**src/rtl/uart_rx.sv**
```systemverilog
// rtl/uart_rx.sv - 8N1 UART receiver with mid-bit sampling, done and frame-error strobes
module uart_rx #(
    parameter int CLK_FREQ = 50_000_000,
    parameter int UART_BPS = 115200
) (
    input  logic       clk,
    input  logic       rst_n,
    input  logic       uart_rxd,
    output logic [7:0] uart_data_out,
    output logic       rx_done,
    output logic       frame_err,
    output logic       rx_busy
);

    localparam int BIT_CNT  = CLK_FREQ / UART_BPS;
    localparam int HALF_CNT = BIT_CNT / 2;
    localparam logic [8:0] BIT_LAST  = 9'(BIT_CNT - 1);
    localparam logic [8:0] HALF_LAST = 9'(HALF_CNT - 1);

    typedef enum logic [1:0] {IDLE, START, DATA, STOP} state_t;

    state_t     state_q, state_d;
    logic [8:0] cnt_q, cnt_d;
    logic [2:0] bit_idx_q, bit_idx_d;
    logic [7:0] shift_q, shift_d;
    logic [7:0] data_out_q, data_out_d;
    logic       rx_done_q, rx_done_d;
    logic       frame_err_q, frame_err_d;
    logic       rx_busy_q, rx_busy_d;
    logic       rxd_meta_q, rxd_s_q, rxd_dly_q;

    // Synchronizer flops idle at line level so reset never looks like a start edge.
    always_ff @(posedge clk or negedge rst_n) begin
        if (!rst_n) begin
            rxd_meta_q <= 1'b1;
            rxd_s_q    <= 1'b1;
            rxd_dly_q  <= 1'b1;
        end else begin
            rxd_meta_q <= uart_rxd;
            rxd_s_q    <= rxd_meta_q;
            rxd_dly_q  <= rxd_s_q;
        end
    end

    always_ff @(posedge clk or negedge rst_n) begin
        if (!rst_n) begin
            state_q     <= IDLE;
            cnt_q       <= '0;
            bit_idx_q   <= '0;
            shift_q     <= '0;
            data_out_q  <= '0;
            rx_done_q   <= 1'b0;
            frame_err_q <= 1'b0;
            rx_busy_q   <= 1'b0;
        end else begin
            state_q     <= state_d;
            cnt_q       <= cnt_d;
            bit_idx_q   <= bit_idx_d;
            shift_q     <= shift_d;
            data_out_q  <= data_out_d;
            rx_done_q   <= rx_done_d;
            frame_err_q <= frame_err_d;
            rx_busy_q   <= rx_busy_d;
        end
    end

    always_comb begin
        state_d     = state_q;
        cnt_d       = cnt_q;
        bit_idx_d   = bit_idx_q;
        shift_d     = shift_q;
        data_out_d  = data_out_q;
        rx_done_d   = 1'b0;
        frame_err_d = 1'b0;
        rx_busy_d   = rx_busy_q;
        case (state_q)
            IDLE: begin
                if (rxd_dly_q && !rxd_s_q) begin
                    state_d   = START;
                    cnt_d     = '0;
                    rx_busy_d = 1'b1;
                end
            end
            START: begin
                if (cnt_q == HALF_LAST) begin
                    cnt_d = '0;
                    // Line high again at mid-start means the edge was a glitch.
                    if (!rxd_s_q) begin
                        state_d   = DATA;
                        bit_idx_d = '0;
                    end else begin
                        state_d   = IDLE;
                        rx_busy_d = 1'b0;
                    end
                end else begin
                    cnt_d = cnt_q + 9'd1;
                end
            end
            DATA: begin
                if (cnt_q == BIT_LAST) begin
                    cnt_d              = '0;
                    shift_d[bit_idx_q] = rxd_s_q;
                    if (bit_idx_q == 3'd7) begin
                        state_d = STOP;
                    end else begin
                        bit_idx_d = bit_idx_q + 3'd1;
                    end
                end else begin
                    cnt_d = cnt_q + 9'd1;
                end
            end
            STOP: begin
                if (cnt_q == BIT_LAST) begin
                    cnt_d     = '0;
                    state_d   = IDLE;
                    rx_busy_d = 1'b0;
                    if (rxd_s_q) begin
                        data_out_d = shift_q;
                        rx_done_d  = 1'b1;
                    end else begin
                        frame_err_d = 1'b1;
                    end
                end else begin
                    cnt_d = cnt_q + 9'd1;
                end
            end
            default: begin
                state_d   = IDLE;
                cnt_d     = '0;
                rx_busy_d = 1'b0;
            end
        endcase
    end

    assign uart_data_out = data_out_q;
    assign rx_done       = rx_done_q;
    assign frame_err     = frame_err_q;
    assign rx_busy       = rx_busy_q;

endmodule

```
**config.mk**
```make
export PLATFORM = sky130hd
export DESIGN_NAME = uart_rx
export DESIGN_NICKNAME = d
export VERILOG_FILES = /design/src/rtl/uart_rx.sv
export SDC_FILE = /design/constraint.sdc
export NUM_CORES = 1
export LEC_CHECK = 0
export CAP_MARGIN = 15
export CORE_MARGIN = 8
export CORE_UTILIZATION = 50
export DETAILED_ROUTE_END_ITERATION = 7
export GPL_TIMING_DRIVEN = 0
export PLACE_DENSITY_LB_ADDON = 0.05
export SLEW_MARGIN = 15
export SYNTH_ARGS = -nofsm -noshare
export SYNTH_HDL_FRONTEND = slang
export SYNTH_SLANG_ARGS = --single-unit
```
**constraint.sdc**
```tcl
create_clock -name clk -period 2.7 [get_ports clk]
set_input_delay 0.54 -clock clk [delete_from_list [all_inputs] [get_ports clk]]
set_output_delay 0.54 -clock clk [all_outputs]
set_load 0.02 [all_outputs]
```
Word-level counts from Yosys, hierarchy flattened
Cells that the tools add are included.
- add/sub/neg operators: 2
- $lt $le $gt $ge: 2
- equal/unequal tests: 14
- mux-type cells: 30
- reduce and logical (&&, ||, !) cells: 12
- operators by type and width (operator ; count):
    two-way mux 9 bit ; 3
    one-hot mux 9 bit (3 select lines) ; 1
    != test 2 bit (second input constant) ; 8
    AND reduction 5 bit ; 3
    two-way mux 2 bit ; 6
    two-way mux 3 bit ; 4
    two-way mux 1 bit ; 11
    adder 9 x 1 -> 9 bit (second input constant) ; 1
    equality test 9 x 8 -> 1 bit (second input constant) ; 1
    equality test 9 bit (second input constant) ; 1
    bitwise mux 8 bit ; 1
    one-hot mux 2 bit (4 select lines) ; 1
    one-hot mux 3 bit (2 select lines) ; 1
    equality test 2 bit (second input constant) ; 2
    < comparator 3 x 4 -> 1 bit (second input constant) ; 1
    adder 3 x 1 -> 3 bit (second input constant) ; 1
    demux 1 bit (select 3 bit) ; 1
    equality test 3 bit (second input constant) ; 1
    >= comparator 3 x 1 -> 1 bit (second input constant) ; 1
    one-hot mux 1 bit (3 select lines) ; 1
    AND reduction 3 bit ; 1
    nonzero test 3 bit ; 1
    equality test 2 x 1 -> 1 bit (second input constant) ; 1
    logical AND 1 bit ; 2
    5 further kinds ; 5
- register bits after elaboration: 36
- input bits: 3
- output and inout port bits: 11
- word-level logic and storage cells: 71

Logic depth before layout (Yosys ltp)
Gate-level depths: netlist (run 1).
- word-level depth: 5
- mapped depth: 6
- mapped depth without buffers: 6

Worst setup path after synthesis (run 1)
OpenSTA, ideal clock, no wires.
- path type: reg2reg
- start: reg cnt_q[1]
- end: reg shift_q[1]
- library setup time: 128 ps
- arrival: 1807 ps
- data required time: 2572 ps
- slack: 766 ps
- cell stages (with the launch flop): 7
- path buffers: 0
- clock period less this slack: 1934 ps
- path through: dfrtp_1 inv_1 ha_1 nand4bb_1 or4_4 nor3_1 mux2_1
- word-level cells in the longest chain between the ends: 2
- RTL lines (item ; line ; RTL):
    from (decl) ; 23 ; logic [8:0] cnt_q, cnt_d;
    from (signal assigned) ; 57 ; cnt_q <= cnt_d;
    equality test 9 bit ; 100 ; if (cnt_q == BIT_LAST) begin
    AND reduction 2 bit (no line) ; - ;
    to (signal assigned) ; 59 ; shift_q <= shift_d;
    to (decl) ; 25 ; logic [7:0] shift_q, shift_d;
No other way between the ends.
A chain may end at the register's enable or synchronous reset.

Worst setup path after layout (run 1)
- start: reg cnt_q[0]
- end: reg cnt_q[0]
- word-level cells in the longest chain between the ends: 3
- elaborated cells on any way between the ends: 6
- classes of those cells: add/sub: 1; eq/ne: 2; mux: 3
- RTL lines (item ; line ; RTL):
    adder 9 x 1 -> 9 bit, or another cell as far along ; 96, 109, 124 ;
    two-way mux 9 bit, on equally long branches ; 100, 113, 85 ;
    one-hot mux 9 bit (3 select lines) * ; 76 ; case (state_q)
Mark *: on every way between the ends. The rest lies on a longest branch, timed or not.

==> results of run 1 <==
[worst paths after layout]
| check | cells past startpoint | endpoint | from | slack [ns] |
|---|---|---|---|---|
| worst max-delay path | 6 | cnt_q[0]$_DFFE_PN0P_ | cnt_q[0]$_DFFE_PN0P_ | 0.54 |
| worst min-delay path | 1 | async pin | rst_n | 0.26 |
| worst max register to register | 6 | cnt_q[0]$_DFFE_PN0P_ | cnt_q[0]$_DFFE_PN0P_ | 0.54 |
| worst min register to register | 0 | rxd_s_q$_DFF_PN1_ | rxd_meta_q$_DFF_PN1_ | 0.36 |
| max in group asynchronous | 1 | cnt_q[7]$_DFFE_PN0P_ | rst_n | 1.95 |
| min in group clk | 0 | rxd_s_q$_DFF_PN1_ | rxd_meta_q$_DFF_PN1_ | 0.36 |
[area by class of cell]
| type | count | area, sq um | share of cell area (%) |
|---|---|---|---|
| plain buffers | 2 | 8.76 | 0.437 |
| clock buffers | 6 | 41.3 | 2.06 |
| clock inverters | 2 | 35.0 | 1.75 |
| inverters | 9 | 33.8 | 1.69 |
| multi-input cells | 112 | 797 | 39.8 |
| flip-flops and latches | 36 | 905 | 45.2 |
| well taps | 46 | 57.6 | 2.87 |
| repair buffers | 13 | 125 | 6.25 |
[kinds of logic after synthesis]
| kind of cell | synth area share, % |
|---|---|
| adders and majority gates | 3.60 |
| AOI/OAI and AO/OA | 8.92 |
| and+or+nand+nor | 21.7 |
| xor gates and xnor gates | 1.01 |
| muxes | 10.4 |
| buffers and inverters | 2.45 |
| DFF | 52.0 |
[sequential cells by signal, indices dropped and copies added (netlist names), 3 cells and up, named ones only]
name	count
bit_idx_q	3
uart_data_out	8
cnt_q	9
shift_q	8
[power groups by stage]
stage / clock network, mW / logic [mW] / registers (mW)
finish: 0.371 / 0.165 / 0.673
detailed placement: 0 / 0.165 / 0.683
CTS: 0.380 / 0.166 / 0.672
global placement: 0 / 0.156 / 0.677
global route: 0.405 / 0.191 / 0.685
floorplan: 0 / 0.127 / 0.659
[metal layers]
metal | GRT usage [%] | part of all wire [%] | up-vias
met1 | 17.5 | 50 | 629
met5 | 0 | 0 | -
met4 | 8.26 | 2.2 | 0
met2 | 19.3 | 42 | 33
met3 | 3.99 | 5.8 | 7
li1 | - | - | 619
[cell usage in the layout (no fill, tap or decap), drive strengths merged, types with 2 or more instances in the layout]
master	Yosys	routed
nor4	4	4
and4bb	2	2
inv	9	9
o21ai	8	8
ha	5	5
nand2b	2	2
mux2	16	16
o22ai	4	4
clkdlybuf4s50	0	12
buf	1	2
dfrtp	33	33
a211oi	2	2
xnor2	2	2
a21oi	3	3
nand3	11	11
nand2	23	23
nor2	6	6
o21a	2	2
dfstp	3	3
nor2b	2	2
nor3	7	7
clkbuf	1	7
and4b	2	2
o31ai	3	3
[stage by stage]
stage | total power [mW] | hold WS (ns) | instance area [sq um]
floorplan | 0.785 | 0.244 | 1740
global placement | 0.833 | 0.348 | 1930
detailed placement | 0.848 | 0.347 | 1920
CTS | 1.22 | 0.279 | 2000
global route | 1.28 | 0.317 | 2000
finish | 1.21 | 0.261 | 2000
[worst reg2reg max path, delay by kind of cell, from the launching register on]
kind	cells	cell delay (ns)
compound gates	2	0.88
simple gates	2	0.51
fa+ha+maj	1	0.19
buf+inv	1	0.07
flops	1	0.45
==> impl_metrics.ini, run 1 <==
[run_status]
status = completed

[grt]
grt_pass1_wl_microns = 5730
antenna_found_initial = 0
grt_overflow_total = 0
grt_max_degree = 37
grt_pass1_vias = 1236
grtUsageTotal_pct = 13.5

[synthesis]
avgSynthCellArea_sq_um = 10.9
synth-seq-area-share_pct = 52.0
synth.distinct_cells = 35
synthCells = 159
synth_edf_count = 0
syn_area_sq_mm = 0.00174
synth-main-ff-cell = dfrtp_1
yosysTopAreaCellShare_pct = 47.5
ys_async_sr_fraction_pct = 100
netlist_top_cells_count = dfrtp_1, nand2_1, mux2_2
synth_nets = 167
synth.most_common_cell = dfrtp_1
synth_largest_area_cell = dfrtp_1
ys_seq_elements = 36
netlist_top_cells_area = dfrtp_1, mux2_2, nand2_1, dfstp_2, ha_1
yosys_warnings = 0

[placement]
io_buffers = 13
dp.cells = 218
place_ws_ns = 0.547
place.gp.congestion = 0.778
place_hpwl_microns = 2300

[detailed_routing]
wl_per_cell_microns = 14.4
wl_microns = 3250
drt_pass1_iterations = 4
ant_nets = 0
vias = 1288
drc = 0
drt-initial-drc-count = 108
vias_per_cell = 5.70

[floorplan]
coreArea_sq_mm = 0.00334
die-height_microns = 75.0
start_util_pct = 52.1
ios = 14
die_w_microns = 75.0
die-area_sq_mm = 0.00562
num_rows = 21

[final_layout]
fillers = 296
final_cells = 226
nNetsFinal = 187
diodes = 0
utilization_pct = 60.0
drive_gt1_share_pct = 18.9
syn2layout_area_growth_pct = 15.2

[timing]
finalCritPeriodShare_pct = 80.2
layout_min_cycle_time_ns = 2.16
finalMaxSlewViolations = 0
tightest_slew_ns = 0.785
setup_violations = 0
final_hold_viol_count = 0
rsz0062_at_grt = no
worst_slack_ns = 0.535
max_slew_margin_pct = 47.4
finClkSkew_ns = 0.00658
tns_ns = 0
fmax_ghz = 0.462

[clocking]
post_cts_buffers = 0
root_buffer = clkbuf_4
cts_tree = done
htree_levels = 2
ctsResizeCount = 0
clk-insertion-delay-late_ns = 0.34
hold_buffers = 0
clkSinkCount = 36
cts_buffers = 5
cts_buffer_depth = 2
path_clk_slew_ns = 0.11

[critical_path]
crit_path_end_kind = flop
slowest_stage = a211oi_1
cp.required_ns = 2.96
path_class = reg -> reg
crit_buf_inv = 1
cp-start-kind = flop
cp_top_family = compound AO/OA/AOI/OAI gates
cp.arrival_ns = 2.42
max_stage_delay_ns = 0.65
cp_max_fo = 6
crit_chain = inv_1, ha_1, and4bb_2, a211oi_1, nor2_1, o21ai_0

[pwr]
p_int_mw = 0.863
comb_power_share_pct = 13.7
p_leak_nw = 0.907
swShare_pct = 28.6
p_switching_mw = 0.346
seqPwrFrac_pct = 55.7
vdd_ir_drop_max_uv = 537
clkPwrFrac_pct = 30.7
p_per_area_mw_per_mm2 = 603

[worst_hold_path]
hp-class = in -> async

[flow_run]
maxCapViolCount = 0
Power figures use the tool's default switching activity.
==> run 2: changes to the inputs <==
==> constraint.sdc (replaced) <==
create_clock -name clk -period 2 [get_ports clk]
set_input_delay 0.4 -clock clk [delete_from_list [all_inputs] [get_ports clk]]
set_output_delay 0.4 -clock clk [all_outputs]
set_load 0.02 [all_outputs]
==> run 2 against run 1 <==
Worst hold slack worse by 0.14 ns. Largest cell class unchanged. Setup slack got worse by 0.52 ns. Cell count is 2.2% higher.
==> impl_metrics.ini, run 2 (synthesis gave the netlist of run 1 again) <==
[final_layout]
utilization_pct = 63.0
nNetsFinal = 192
seq_area_sq_um = 906
final_common_cell = dfrtp_1
syn2layout_area_growth_pct = 20.9
regMostFlops = cnt_q
diodes = 0
drive_gt1_share_pct = 25.4
largest_reg_flops = 9
multi_input_area_sq_um = 857
final_cell_mix = dfrtp_1, nand2_1, mux2_2
fillers = 290

[detailed_routing]
vias_per_cell = 5.53
wl_per_cell_microns = 14.7
ant_nets = 0
drt-initial-drc-count = 117
wl_microns = 3390
drc = 0
drt_pass1_iterations = 4
vias = 1278

[grt]
grt_overflow_total = 0
grt_use_met3_pct = 3.99
global_route.usage.met2_pct = 20.1
top_usage_layer = met2
grt_pass1_wl_microns = 5830
grt_max_degree = 37
use_met1_pct = 17.6
antenna_found_initial = 0
grtUsageTotal_pct = 13.8
grt_pass1_vias = 1254

[critical_path]
path_class = reg -> reg
r2r-start = cnt_q[1]$_DFFE_PN0P_
cp.required_ns = 2.23
crit_chain = inv_2, ha_4, nand4bb_1, or4_4, nor3_4, mux2_4
crit_path_end_kind = flop
cp.arrival_ns = 2.22
reg2regPathDepth = 6
cp-start-kind = flop
slowest_stage = or4_4
critical_path.startpoint = cnt_q[1]$_DFFE_PN0P_
r2r_end = shift_q[3]$_DFFE_PN0P_
rrSetupSlack_ns = 0.01
max_stage_delay_ns = 0.61
cp_max_fo = 4

[timing]
fmax_ghz = 0.503
max_slew_margin_pct = 48.4
rsz0062_at_grt = yes
finalCritPeriodShare_pct = 99.4
layout_min_cycle_time_ns = 1.99
setup_violations = 0
finalMaxSlewViolations = 0
tightest_slew_ns = 0.773
finClkSkew_ns = 0.00506
final_hold_viol_count = 0

[pwr]
seqPwrFrac_pct = 55.2
power_mw = 1.68
vdd_ir_drop_max_uv = 749
p_switching_mw = 0.493
clkPwrFrac_pct = 29.7
p_per_area_mw_per_mm2 = 799
comb_power_share_pct = 15.1
swShare_pct = 29.3
p_leak_nw = 0.949
p_int_mw = 1.19

[floorplan]
die-height_microns = 75.0
die_w_microns = 75.0
ios = 14
die-area_sq_mm = 0.00562
coreArea_sq_mm = 0.00334
start_util_pct = 52.1
num_rows = 21

[run_status]
status = completed

[clocking]
cts_buffers = 5
cts_buffer_depth = 2
cts_tree = done
clkSinkCount = 36
htree_levels = 2
hold_buffers = 0
path_clk_slew_ns = 0.11
root_buffer = clkbuf_4
clk-insertion-delay-late_ns = 0.34

[placement]
io_buffers = 13
place_hpwl_microns = 2300
place.gp.congestion = 0.778

[flow_run]
maxCapViolCount = 0

[worst_hold_path]
hp-class = in -> async
[run 2: cell types whose count changed in the layout (fill, tap and decap cells not counted), sizes merged]
cell	previous run	this run
buf	2	7
[run 2: area by class of cell]
class | count | share of cell area, %
Multi-Input combinational cell | 112 | 40.8
Buffer | 2 | 0.417
Timing Repair Buffer | 18 | 7.74
Clock buffer | 6 | 1.96
Tap cell | 46 | 2.74
Inverter | 9 | 1.61
Sequential cell | 36 | 43.1
Clock inverter | 2 | 1.67
[run 2: worst max-delay path by stage]
| stage | depth (start not counted) | end | slack (ns) |
|---|---|---|---|
| after global routing | 6 | shift_q[3]$_DFFE_PN0P_ | -0.05 |
| after detailed placement | 6 | cnt_q[0]$_DFFE_PN0P_ | -0.15 |
| final | 6 | shift_q[3]$_DFFE_PN0P_ | 0.01 |
| after CTS | 6 | shift_q[5]$_DFFE_PN0P_ | 0.006 |
| after global placement | 1 | uart_data_out[6]$_DFFE_PN0P_ | -0.21 |
| after floorplan | 6 | shift_q[1]$_DFFE_PN0P_ | 0.07 |
[run 2: per-stage QoR]
step | worst slack (ns) | hold WS (ns) | TNS, ns | instances | area [sq um]
after floorplan | 0.0656 | 0.104 | 0 | 159 | 1740
final | 0.0127 | 0.125 | 0 | 231 | 2100
after global placement | -0.208 | 0.348 | -7.57 | 218 | 1930
after detailed placement | -0.153 | 0.347 | -1.78 | 218 | 1920
after CTS | 0.00599 | 0.139 | 0 | 229 | 2040
after global routing | -0.0473 | 0.176 | -0.164 | 231 | 2100
[run 2: layer usage]
metal	wire length (microns)	part of all wire, %
met1	1620	48
met2	1510	44
met3	187	5.5
met4	84	2.5
met5	0	0
[run 2: power by group through the flow]
stage | combinational [mW] | sequential, mW | clock, mW
5_1_grt | 0.290 | 0.942 | 0.547
4_1_cts | 0.225 | 0.907 | 0.513
3_3_place_gp | 0.210 | 0.914 | 0
6_report | 0.253 | 0.927 | 0.499
3_5_place_dp | 0.223 | 0.921 | 0
2_1_floorplan | 0.171 | 0.889 | 0
[run 2: repair_timing]
action,CTS,global route
pin swaps,1,2
setup endpoints to repair,16,21
resized for setup,4,10
buffers inserted,3,2
cloned,0,0
[run 2: worst max-delay path: cells and delay by family (launching register included)]
kind	cells	cell delay (ns)
and+or+nand+nor	3	0.93
DFF	1	0.42
muxes	1	0.32
adders and majority gates	1	0.13
buffers and inverters	1	0.09
